**src/rtl/img_rom_reader_pkg.sv**
```systemverilog
// Shared image package: ROM word layout, address width, reader state
// encoding and the 0..255 clamp used when translating points.
package img_rom_reader_pkg;

  // ROM word layout: {last, x[7:0], y[7:0]}
  localparam int IMG_ROM_W    = 17;
  localparam int IMG_LAST_BIT = 16;
  localparam int IMG_X_MSB    = 15;
  localparam int IMG_Y_MSB    = 7;

  // Address width that covers every image start address (highest is 573)
  localparam int IMG_ADR_W    = 10;

  // Width of a screen coordinate
  localparam int IMG_PT_W     = 8;

  // Reader state machine encoding
  typedef enum logic [2:0] {
    RD_IDLE,
    RD_FETCH,
    RD_LOAD,
    RD_SEND,
    RD_DONE
  } img_rd_state_t;

  // Clamp a 10-bit signed intermediate to the visible 0..255 range
  function automatic logic [IMG_PT_W-1:0] img_sat_u8(input logic signed [9:0] v);
    logic [IMG_PT_W-1:0] r;
    if (v < 10'sd0) begin
      r = '0;
    end else if (v > 10'sd255) begin
      r = '1;
    end else begin
      r = v[IMG_PT_W-1:0];
    end
    return r;
  endfunction

endpackage

```
**src/rtl/img_rom_reader_translate.sv**
```systemverilog
// Point translation: pt = clamp(pos + coord - mid) in 10-bit signed
// arithmetic, so both underflow and overflow are visible before clamping.
module img_pt_translate
  import img_rom_reader_pkg::*;
(
  input  logic [IMG_PT_W-1:0] pos,
  input  logic [IMG_PT_W-1:0] coord,
  input  logic [IMG_PT_W-1:0] mid,
  output logic [IMG_PT_W-1:0] pt
);

  logic signed [9:0] sum;

  // Zero-extend all three operands so the sum range -255..510 fits, then clamp
  always_comb begin
    sum = $signed({2'b00, pos}) + $signed({2'b00, coord}) - $signed({2'b00, mid});
    pt  = img_sat_u8(sum);
  end

endmodule

```
**src/rtl/img_rom_reader.sv**
```systemverilog
// Vector-image ROM walker: on start, reads points from adr_start onward,
// translates each by (pos - mid) and hands them to the DAC driver over a
// valid/ready handshake until the last flag or the point-count guard.
module img_rom_reader
  import img_rom_reader_pkg::*;
#(
  parameter int ADR_W   = IMG_ADR_W,
  parameter int MAX_PTS = 64
) (
  input  logic                 clk,
  input  logic                 rst,
  input  logic                 start,
  input  logic [ADR_W-1:0]     adr_start,
  input  logic [IMG_PT_W-1:0]  pos_x,
  input  logic [IMG_PT_W-1:0]  pos_y,
  input  logic [IMG_PT_W-1:0]  mid_x,
  input  logic [IMG_PT_W-1:0]  mid_y,
  output logic [ADR_W-1:0]     rom_adr,
  input  logic [IMG_ROM_W-1:0] rom_data,
  output logic [IMG_PT_W-1:0]  pt_x,
  output logic [IMG_PT_W-1:0]  pt_y,
  output logic                 pt_valid,
  input  logic                 pt_ready,
  output logic                 busy,
  output logic                 done,
  output logic                 err
);

  // Counter is wide enough to hold MAX_PTS itself
  localparam int              CNT_W   = $clog2(MAX_PTS + 1);
  localparam logic [CNT_W-1:0] CNT_MAX = CNT_W'(MAX_PTS);
  localparam logic [CNT_W-1:0] CNT_ONE = CNT_W'(1);
  localparam logic [ADR_W-1:0] ADR_ONE = ADR_W'(1);

  img_rd_state_t       state_q, state_d;
  logic [ADR_W-1:0]    rom_adr_q, rom_adr_d;
  logic [CNT_W-1:0]    cnt_q, cnt_d;
  logic [CNT_W-1:0]    cnt_inc;
  logic                last_q, last_d;
  logic [IMG_PT_W-1:0] pt_x_q, pt_x_d;
  logic [IMG_PT_W-1:0] pt_y_q, pt_y_d;
  logic                pt_valid_q, pt_valid_d;
  logic                busy_q, busy_d;
  logic                done_q, done_d;
  logic                err_q, err_d;
  logic [IMG_PT_W-1:0] pos_x_q, pos_x_d;
  logic [IMG_PT_W-1:0] pos_y_q, pos_y_d;
  logic [IMG_PT_W-1:0] mid_x_q, mid_x_d;
  logic [IMG_PT_W-1:0] mid_y_q, mid_y_d;
  logic [IMG_PT_W-1:0] tr_x, tr_y;
  logic                xfer;

  // Translation uses the position/midpoint captured at start, never the live inputs
  img_pt_translate u_tr_x (
    .pos   (pos_x_q),
    .coord (rom_data[IMG_X_MSB -: IMG_PT_W]),
    .mid   (mid_x_q),
    .pt    (tr_x)
  );

  img_pt_translate u_tr_y (
    .pos   (pos_y_q),
    .coord (rom_data[IMG_Y_MSB -: IMG_PT_W]),
    .mid   (mid_y_q),
    .pt    (tr_y)
  );

  assign xfer    = pt_valid_q & pt_ready;
  assign cnt_inc = cnt_q + CNT_ONE;

  // Next-state and next-output logic; every register holds unless a state acts on it
  always_comb begin
    state_d    = state_q;
    rom_adr_d  = rom_adr_q;
    cnt_d      = cnt_q;
    last_d     = last_q;
    pt_x_d     = pt_x_q;
    pt_y_d     = pt_y_q;
    pt_valid_d = pt_valid_q;
    busy_d     = busy_q;
    done_d     = 1'b0;
    err_d      = 1'b0;
    pos_x_d    = pos_x_q;
    pos_y_d    = pos_y_q;
    mid_x_d    = mid_x_q;
    mid_y_d    = mid_y_q;

    case (state_q)
      RD_IDLE: begin
        if (start) begin
          rom_adr_d = adr_start;
          cnt_d     = '0;
          busy_d    = 1'b1;
          pos_x_d   = pos_x;
          pos_y_d   = pos_y;
          mid_x_d   = mid_x;
          mid_y_d   = mid_y;
          state_d   = RD_FETCH;
        end
      end

      RD_FETCH: begin
        state_d = RD_LOAD;
      end

      RD_LOAD: begin
        pt_x_d     = tr_x;
        pt_y_d     = tr_y;
        last_d     = rom_data[IMG_LAST_BIT];
        pt_valid_d = 1'b1;
        state_d    = RD_SEND;
      end

      RD_SEND: begin
        if (xfer) begin
          pt_valid_d = 1'b0;
          cnt_d      = cnt_inc;
          if (last_q || (cnt_inc == CNT_MAX)) begin
            done_d  = 1'b1;
            err_d   = ~last_q;
            state_d = RD_DONE;
          end else begin
            rom_adr_d = rom_adr_q + ADR_ONE;
            state_d   = RD_FETCH;
          end
        end
      end

      RD_DONE: begin
        busy_d  = 1'b0;
        state_d = RD_IDLE;
      end

      default: begin
        state_d = RD_IDLE;
      end
    endcase
  end

  // State and output registers; reset clears everything immediately, dropping any pending point
  always_ff @(posedge clk or posedge rst) begin
    if (rst) begin
      state_q    <= RD_IDLE;
      rom_adr_q  <= '0;
      cnt_q      <= '0;
      last_q     <= 1'b0;
      pt_x_q     <= '0;
      pt_y_q     <= '0;
      pt_valid_q <= 1'b0;
      busy_q     <= 1'b0;
      done_q     <= 1'b0;
      err_q      <= 1'b0;
      pos_x_q    <= '0;
      pos_y_q    <= '0;
      mid_x_q    <= '0;
      mid_y_q    <= '0;
    end else begin
      state_q    <= state_d;
      rom_adr_q  <= rom_adr_d;
      cnt_q      <= cnt_d;
      last_q     <= last_d;
      pt_x_q     <= pt_x_d;
      pt_y_q     <= pt_y_d;
      pt_valid_q <= pt_valid_d;
      busy_q     <= busy_d;
      done_q     <= done_d;
      err_q      <= err_d;
      pos_x_q    <= pos_x_d;
      pos_y_q    <= pos_y_d;
      mid_x_q    <= mid_x_d;
      mid_y_q    <= mid_y_d;
    end
  end

  assign rom_adr  = rom_adr_q;
  assign pt_x     = pt_x_q;
  assign pt_y     = pt_y_q;
  assign pt_valid = pt_valid_q;
  assign busy     = busy_q;
  assign done     = done_q;
  assign err      = err_q;

endmodule

```
**config.mk**
```make
export PLATFORM = sky130hd
export DESIGN_NAME = img_rom_reader
export DESIGN_NICKNAME = d
export VERILOG_FILES = /design/src/rtl/img_rom_reader_pkg.sv /design/src/rtl/img_rom_reader_translate.sv /design/src/rtl/img_rom_reader.sv
export SDC_FILE = /design/constraint.sdc
export NUM_CORES = 1
export LEC_CHECK = 0
export BUFFER_PORTS_ARGS = -buffer_cell sky130_fd_sc_hd__buf_4
export CAP_MARGIN = 20
export CORE_ASPECT_RATIO = 0.9
export CORE_MARGIN = 2
export CORE_UTILIZATION = 54
export CTS_BUF_LIST = sky130_fd_sc_hd__clkbuf_8
export DETAILED_ROUTE_END_ITERATION = 8
export PLACE_DENSITY = 0.91
export SETUP_SLACK_MARGIN = 0.02
export SLEW_MARGIN = 30
export SYNTH_ARGS = -nofsm -noshare
export SYNTH_HDL_FRONTEND = slang
export SYNTH_SLANG_ARGS = --single-unit
```
**constraint.sdc**
```tcl
create_clock -name clk -period 5.2 [get_ports clk]
set_input_delay 0.26 -clock clk [delete_from_list [all_inputs] [get_ports clk]]
set_output_delay 0.26 -clock clk [all_outputs]
set_load 0.005 [all_outputs]
```
==> results_dict.tcl, run 1 <==
set metrics [dict create \
    avgSynthCellArea_sq_um 9.63 \
    final_util_pct 68.0 \
    finClkSkew_ns 0.0102 \
    synthCells 465 \
    report.final.slew_viol_count 0 \
    layout_min_cycle_time_ns 3.32 \
    worst_pin_slew_ns 0.695 \
    post-route-period-util_pct 63.8 \
    hold_class "in2async" \
    synth-adder-area-share_pct 11.3 \
    mostFrequentLayoutCell "buf_4" \
    io_pins 93 \
    slowest_stage "or4_1" \
    drt_first_pass_iters 6 \
    critical_path.top_delay_family "compound AO/OA/AOI/OAI gates" \
    final_cell_mix "buf_4, dfrtp_1, nand2_1, o21ai_0, ha_1" \
    regArea_sq_mm 0.00183 \
    cp-end-kind "flip-flop" \
    fin_ws_ns 1.88 \
    path_clk_slew_ns 0.08 \
    synth_xor_area_share_pct 4.89 \
    grt-ovfl-total 0 \
    final_antenna_net_count 0 \
    crit_arrival_ns 3.54 \
    start_kind "flip-flop" \
    synth_top_family_by_area "compound AO/OA/AOI/OAI gates" \
    cts_setup_buffers 0 \
    htreeDepth 3 \
    synthToLayoutAreaGrowth_pct 22.4 \
    grt_pass1_vias 3705 \
    multi_input_area_sq_mm 0.00249 \
    cts_buffers 9 \
    path_common_cell "ha_1" \
    n_antenna_cell 0 \
    hpwl_mm 7.60 \
    num-nets-final 660 \
    grtUsageTotal_pct 23.0 \
    synth_warnings 0 \
    wirelength_mm 9.99 \
    synth_edf_count 0 \
    drt_iter0_drc 194 \
    die_w_um 100 \
    synth_cell_types 60 \
    p_switching_mw 1.77 \
    tritoncts "done" \
    fmaxAchievable_mhz 301 \
    vdd_drop_max_mv 0.448 \
    power_density_mw_per_mm2 747 \
    fillers 600 \
    comb_power_share_pct 63.9 \
    drive_above_1_share_pct 25.9 \
    gp_congestion 0.879 \
    hold_viol_final 0 \
    cts_hold_buffers 0 \
    switching_share_pct 43.1 \
    path_cells "ha_1, a21o_1, a21oi_1, o21ai_0, o41ai_1, xnor2_1, ha_1, or4_1, o22ai_1, o2bb2ai_2, nand3_2, o211ai_1" \
    yosys_most_used_dff "dfrtp_1" \
    cts_buffer_depth 2 \
    power_frac_seq_pct 24.6 \
    syn_area_sq_mm 0.00448 \
    internal_power_mw 2.33 \
    coreArea_sq_mm 0.00807 \
    viasPerCell 5.75 \
    wire_per_inst_um 15.1 \
    cp.required_ns 5.42 \
    cts_resized 0 \
    die_h_um 90.4 \
    grt_max_degree 74 \
    r2r-end "pt_x[0]" \
    reg2reg_slack_ns 1.88 \
    drc_errors 0 \
    setup_viol 0 \
    clockPowerShare_pct 11.6 \
    cts-root-buf "clkbuf_8" \
    cts_sinks 73 \
    p_leak_nw 2.58 \
    ys_seq_elements 73 \
    crit_buf_inv 0 \
    worst-setup-path-type "reg2reg" \
    reg2reg_depth 12 \
    setup_tns_ns 0 \
    grt_pass1_wl_mm 16.9 \
    clk_latency_ns 0.35 \
    start_util_pct 55.5 \
    num_rows 31 \
    slowest_delay_ns 0.54 \
    rsz0062_at_grt "false" \
    synth_nets 566 \
    synthArstFlopShare_pct 100 \
    synthMuxAreaShare_pct 4.25 \
    dp_slack_ns 1.95 \
    path_max_fanout 8 \
    rr_startpoint "pos_x_q[1]" \
    die_area_sq_mm 0.00904 \
    maxCapViolCount 0 \
    slew_headroom_pct 53.5 \
    ys_seq_area_share_pct 40.8 \
    synth_compound_area_share_pct 20.2 \
    antenna_found_initial 0 \
    via_count 3809 \
    yosys.area_share.simple_pct 14.7 \
    status "complete, no violations" \
    io_buffer_count 92 \
]
==> metrics by stage <==
step | hold WS, ns | total power [mW] | instance area, sq um | cells
4_1_cts | 0.0956 | 4.10 | 5480 | 663
6_report | 0.0736 | 4.10 | 5480 | 663
5_1_grt | 0.0938 | 4.48 | 5480 | 663
3_5_place_dp | 0.466 | 3.61 | 5260 | 647
2_1_floorplan | 0.365 | 2.95 | 4480 | 465
3_3_place_gp | 0.460 | 3.47 | 5260 | 647
==> worst register-to-register path, stage by stage (launching register included) <==
cell	delay [ns]
dfrtp_1	0.40
ha_1	0.28
a21o_1	0.18
a21oi_1	0.22
o21ai_0	0.16
o41ai_1	0.34
xnor2_1	0.11
ha_1	0.23
or4_1	0.54
o22ai_1	0.26
o2bb2ai_2	0.17
nand3_2	0.18
o211ai_1	0.11
==> state kept, by name, indices dropped and copies added (netlist names), 3 cells and up <==
register and flops:
cnt_q 7, pos_x_q 8, rom_adr 10, state_q 3, pos_y_q 8, pt_y 8, mid_y_q 8, pt_x 8
mid_x_q 8
==> worst max-delay path by stage <==
stage                   end   startpoint  slack [ns]  depth (start not counted)
floorplan           pt_x[0]   pos_x_q[0]        2.28                         13
global placement    pt_x[0]  rom_data[9]        2.10                         13
detailed placement  pt_x[0]  rom_data[9]        1.95                         13
CTS                 pt_x[0]   pos_x_q[0]        1.92                         13
global route        pt_x[0]   pos_x_q[0]        1.64                         13
finish              pt_x[0]   pos_x_q[1]        1.88                         12
==> cells in the mapped netlist (all sizes together) (5+ instances only) <==
cell / count / area share [%]
nor2: 32 / 2.7
a22oi: 7 / 1.2
dfrtp: 73 / 41
nand4: 5 / 0.70
clkbuf: 6 / 0.50
nor2b: 6 / 0.84
nand3: 10 / 1.3
nand2: 51 / 4.3
inv: 32 / 2.7
nor3: 6 / 0.67
buf: 5 / 0.70
xnor2: 21 / 4.1
and3: 7 / 0.98
mux2: 16 / 4.0
o21ai: 44 / 5.2
ha: 34 / 9.5
o221a: 7 / 1.8
a21oi: 27 / 3.4
o21a: 5 / 0.87
a21o: 7 / 1.2
nand2b: 10 / 1.4
==> area by class of cell <==
type / count / area share (%)
Clock inverter: 4 / 0.913
Timing Repair Buffer: 94 / 12.9
Inverter: 32 / 2.19
Clock buffer: 12 / 3.01
Tap cell: 99 / 2.26
Sequential cell: 73 / 33.3
Multi-Input combinational cell: 349 / 45.4
==> layer usage <==
layer | share of wire [%] | up-vias | GRT usage [%]
li1 | - | 1862 | -
met1 | 44 | 1810 | 30.3
met2 | 48 | 121 | 37.4
met3 | 6.5 | 16 | 6.73
met4 | 1.3 | 0 | 5.82
met5 | 0 | - | 0
==> power by group through the flow <==
| stage | clock [mW] | sequential [mW] | combinational, mW |
|---|---|---|---|
| 3_5_place_dp | 0 | 1.02 | 2.59 |
| 3_3_place_gp | 0 | 1.00 | 2.47 |
| 4_1_cts | 0.482 | 1.01 | 2.61 |
| 2_1_floorplan | 0 | 0.978 | 1.97 |
| 6_report | 0.474 | 1.01 | 2.62 |
| 5_1_grt | 0.511 | 1.04 | 2.93 |
==> logic make-up (layout without fill, tap and decap cells) <==
logic type | after synthesis | after routing
buffers and inverters | 43 | 142
AOI/OAI and AO/OA | 132 | 132
DFF | 73 | 73
adders and majority gates | 38 | 38
muxes | 17 | 17
and+or+nand+nor | 137 | 137
xor gates and xnor gates | 25 | 25
(Power assumes the default switching activity.)
==> inputs of run 2 (changes only) <==
==> constraint.sdc (replaced) <==
create_clock -name clk -period 3.4 [get_ports clk]
set_input_delay 0.17 -clock clk [delete_from_list [all_inputs] [get_ports clk]]
set_output_delay 0.17 -clock clk [all_outputs]
set_load 0.005 [all_outputs]
==> results_dict.tcl, run 2 (synthesis gave the netlist of run 1 again) <==
set metrics [dict create \
    grt-ovfl-total 0 \
    path_clk_slew_ns 0.08 \
    via_count 3803 \
    wire_per_inst_um 15.2 \
    cp.required_ns 3.62 \
    report.final.slew_viol_count 0 \
    antenna_found_initial 0 \
    tritoncts "done" \
    final_cells 666 \
    num_rows 31 \
    viasPerCell 5.71 \
    die_w_um 100 \
    hold_class "in2reg" \
    mostFrequentLayoutCell "buf_4" \
    rsz0062_at_grt "true" \
    start_kind "flip-flop" \
    grtUsageTotal_pct 23.4 \
    largest_register_ffs 10 \
    p_leak_nw 2.60 \
    path_max_fanout 8 \
    io_buffer_count 92 \
    start_util_pct 55.5 \
    final_antenna_net_count 0 \
    cp-end-kind "flip-flop" \
    fmaxAchievable_mhz 309 \
    setup_tns_ns 0 \
    htreeDepth 3 \
    hold_viol_final 0 \
    cts_buffers 9 \
    final_util_pct 68.2 \
    n_antenna_cell 0 \
    num-nets-final 663 \
    power_density_mw_per_mm2 1150 \
    worst_pin_slew_ns 0.687 \
    hpwl_mm 7.67 \
    wirelength_mm 10.1 \
    synthToLayoutAreaGrowth_pct 22.8 \
    setup_viol 0 \
    clk_latency_ns 0.35 \
    fin_area_sq_mm 0.00550 \
    cts_buffer_depth 2 \
    finClkSkew_ns 0.00750 \
    io_pins 93 \
    layout_min_cycle_time_ns 3.24 \
    coreArea_sq_mm 0.00807 \
    cts_sinks 73 \
    place_area_sq_mm 0.00527 \
    status "complete, no violations" \
    cts-root-buf "clkbuf_8" \
    grt_max_degree 51 \
    whs_ns 0.0239 \
    final_cell_mix "buf_4, dfrtp_1, nand2_1, o21ai_0, ha_1" \
    drc_errors 0 \
    gp_congestion 0.910 \
    grt_pass1_vias 3799 \
    dp.cells 648 \
    die_h_um 90.4 \
    worst-setup-path-type "reg2reg" \
    slew_headroom_pct 54.0 \
    drt_iter0_drc 151 \
    vdd_drop_max_mv 0.548 \
    crit_arrival_ns 3.45 \
    grt_pass1_wl_mm 17.3 \
    die_area_sq_mm 0.00904 \
    drive_above_1_share_pct 26.1 \
    post-route-period-util_pct 95.2 \
    maxCapViolCount 0 \
    drt_first_pass_iters 5 \
]
[run 2: per-layer routing]
metal	share of wire (%)	wire length [um]	global-route usage [%]	vias to the layer above
met2	49	4910	38.5	109
met3	5.2	523	5.42	14
li1	-	-	-	1863
met4	1.2	120	6.96	0
met1	45	4560	30.9	1817
met5	0	0	0	-
[run 2: worst paths after layout]
path / startpoint / end / slack (ns) / cells past startpoint
max: pos_x_q[1] / pt_x[0] / 0.16 / 12
min: pos_x[1] / pos_x_q[1] / 0.02 / 3
max reg2reg: pos_x_q[1] / pt_x[0] / 0.16 / 12
min reg2reg: pt_x[3] / pt_x[3] / 0.50 / 2
max in group asynchronous: rst / pos_y_q[2] / 2.16 / 4
min in group asynchronous: rst / cnt_q[4] / 0.47 / 3
[run 2: layout make-up]
class	instances	area [sq um]
flip-flops and latches	73	1830
repair buffers	97	731
well taps	99	124
inverters	32	123
multi-input cells	349	2500
fillers	625	2570
clock buffers	10	138
clock inverters	6	60.1
[run 2: metrics by stage]
stage | power (mW) | setup slack (ns)
3_3_place_gp | 5.32 | 0.337
2_1_floorplan | 4.52 | 0.477
6_report | 6.31 | 0.164
3_5_place_dp | 5.55 | 0.145
4_1_cts | 6.26 | 0.109
5_1_grt | 6.88 | 0.00224
[run 2: worst max-delay path: stages (launching register included)]
cell and delay, ns:
dfrtp_1 0.39, ha_1 0.28, a21o_1 0.17, a21oi_1 0.23
o21ai_0 0.20, o41ai_2 0.28, xnor2_1 0.11, ha_1 0.22
or4_1 0.52, o22ai_1 0.25, o2bb2ai_2 0.17, nand3_2 0.18
o211ai_1 0.12
[run 2: report_power, final]
| group | leakage (nW) | total, mW | switching [mW] | internal (mW) |
|---|---|---|---|---|
| registers | 0.887 | 1.55 | 0.279 | 1.27 |
| clock network | 0.109 | 0.684 | 0.328 | 0.355 |
| logic | 1.60 | 4.07 | 2.13 | 1.94 |
| total | 2.60 | 6.31 | 2.74 | 3.56 |
[run 2: repair_timing]
item / in CTS / in global routing
buffers inserted: 0 / 1
gates resized for setup: 0 / 3
hold endpoints to repair: 49 / 0
hold buffers: 1 / 0
setup endpoints to repair: 0 / 15
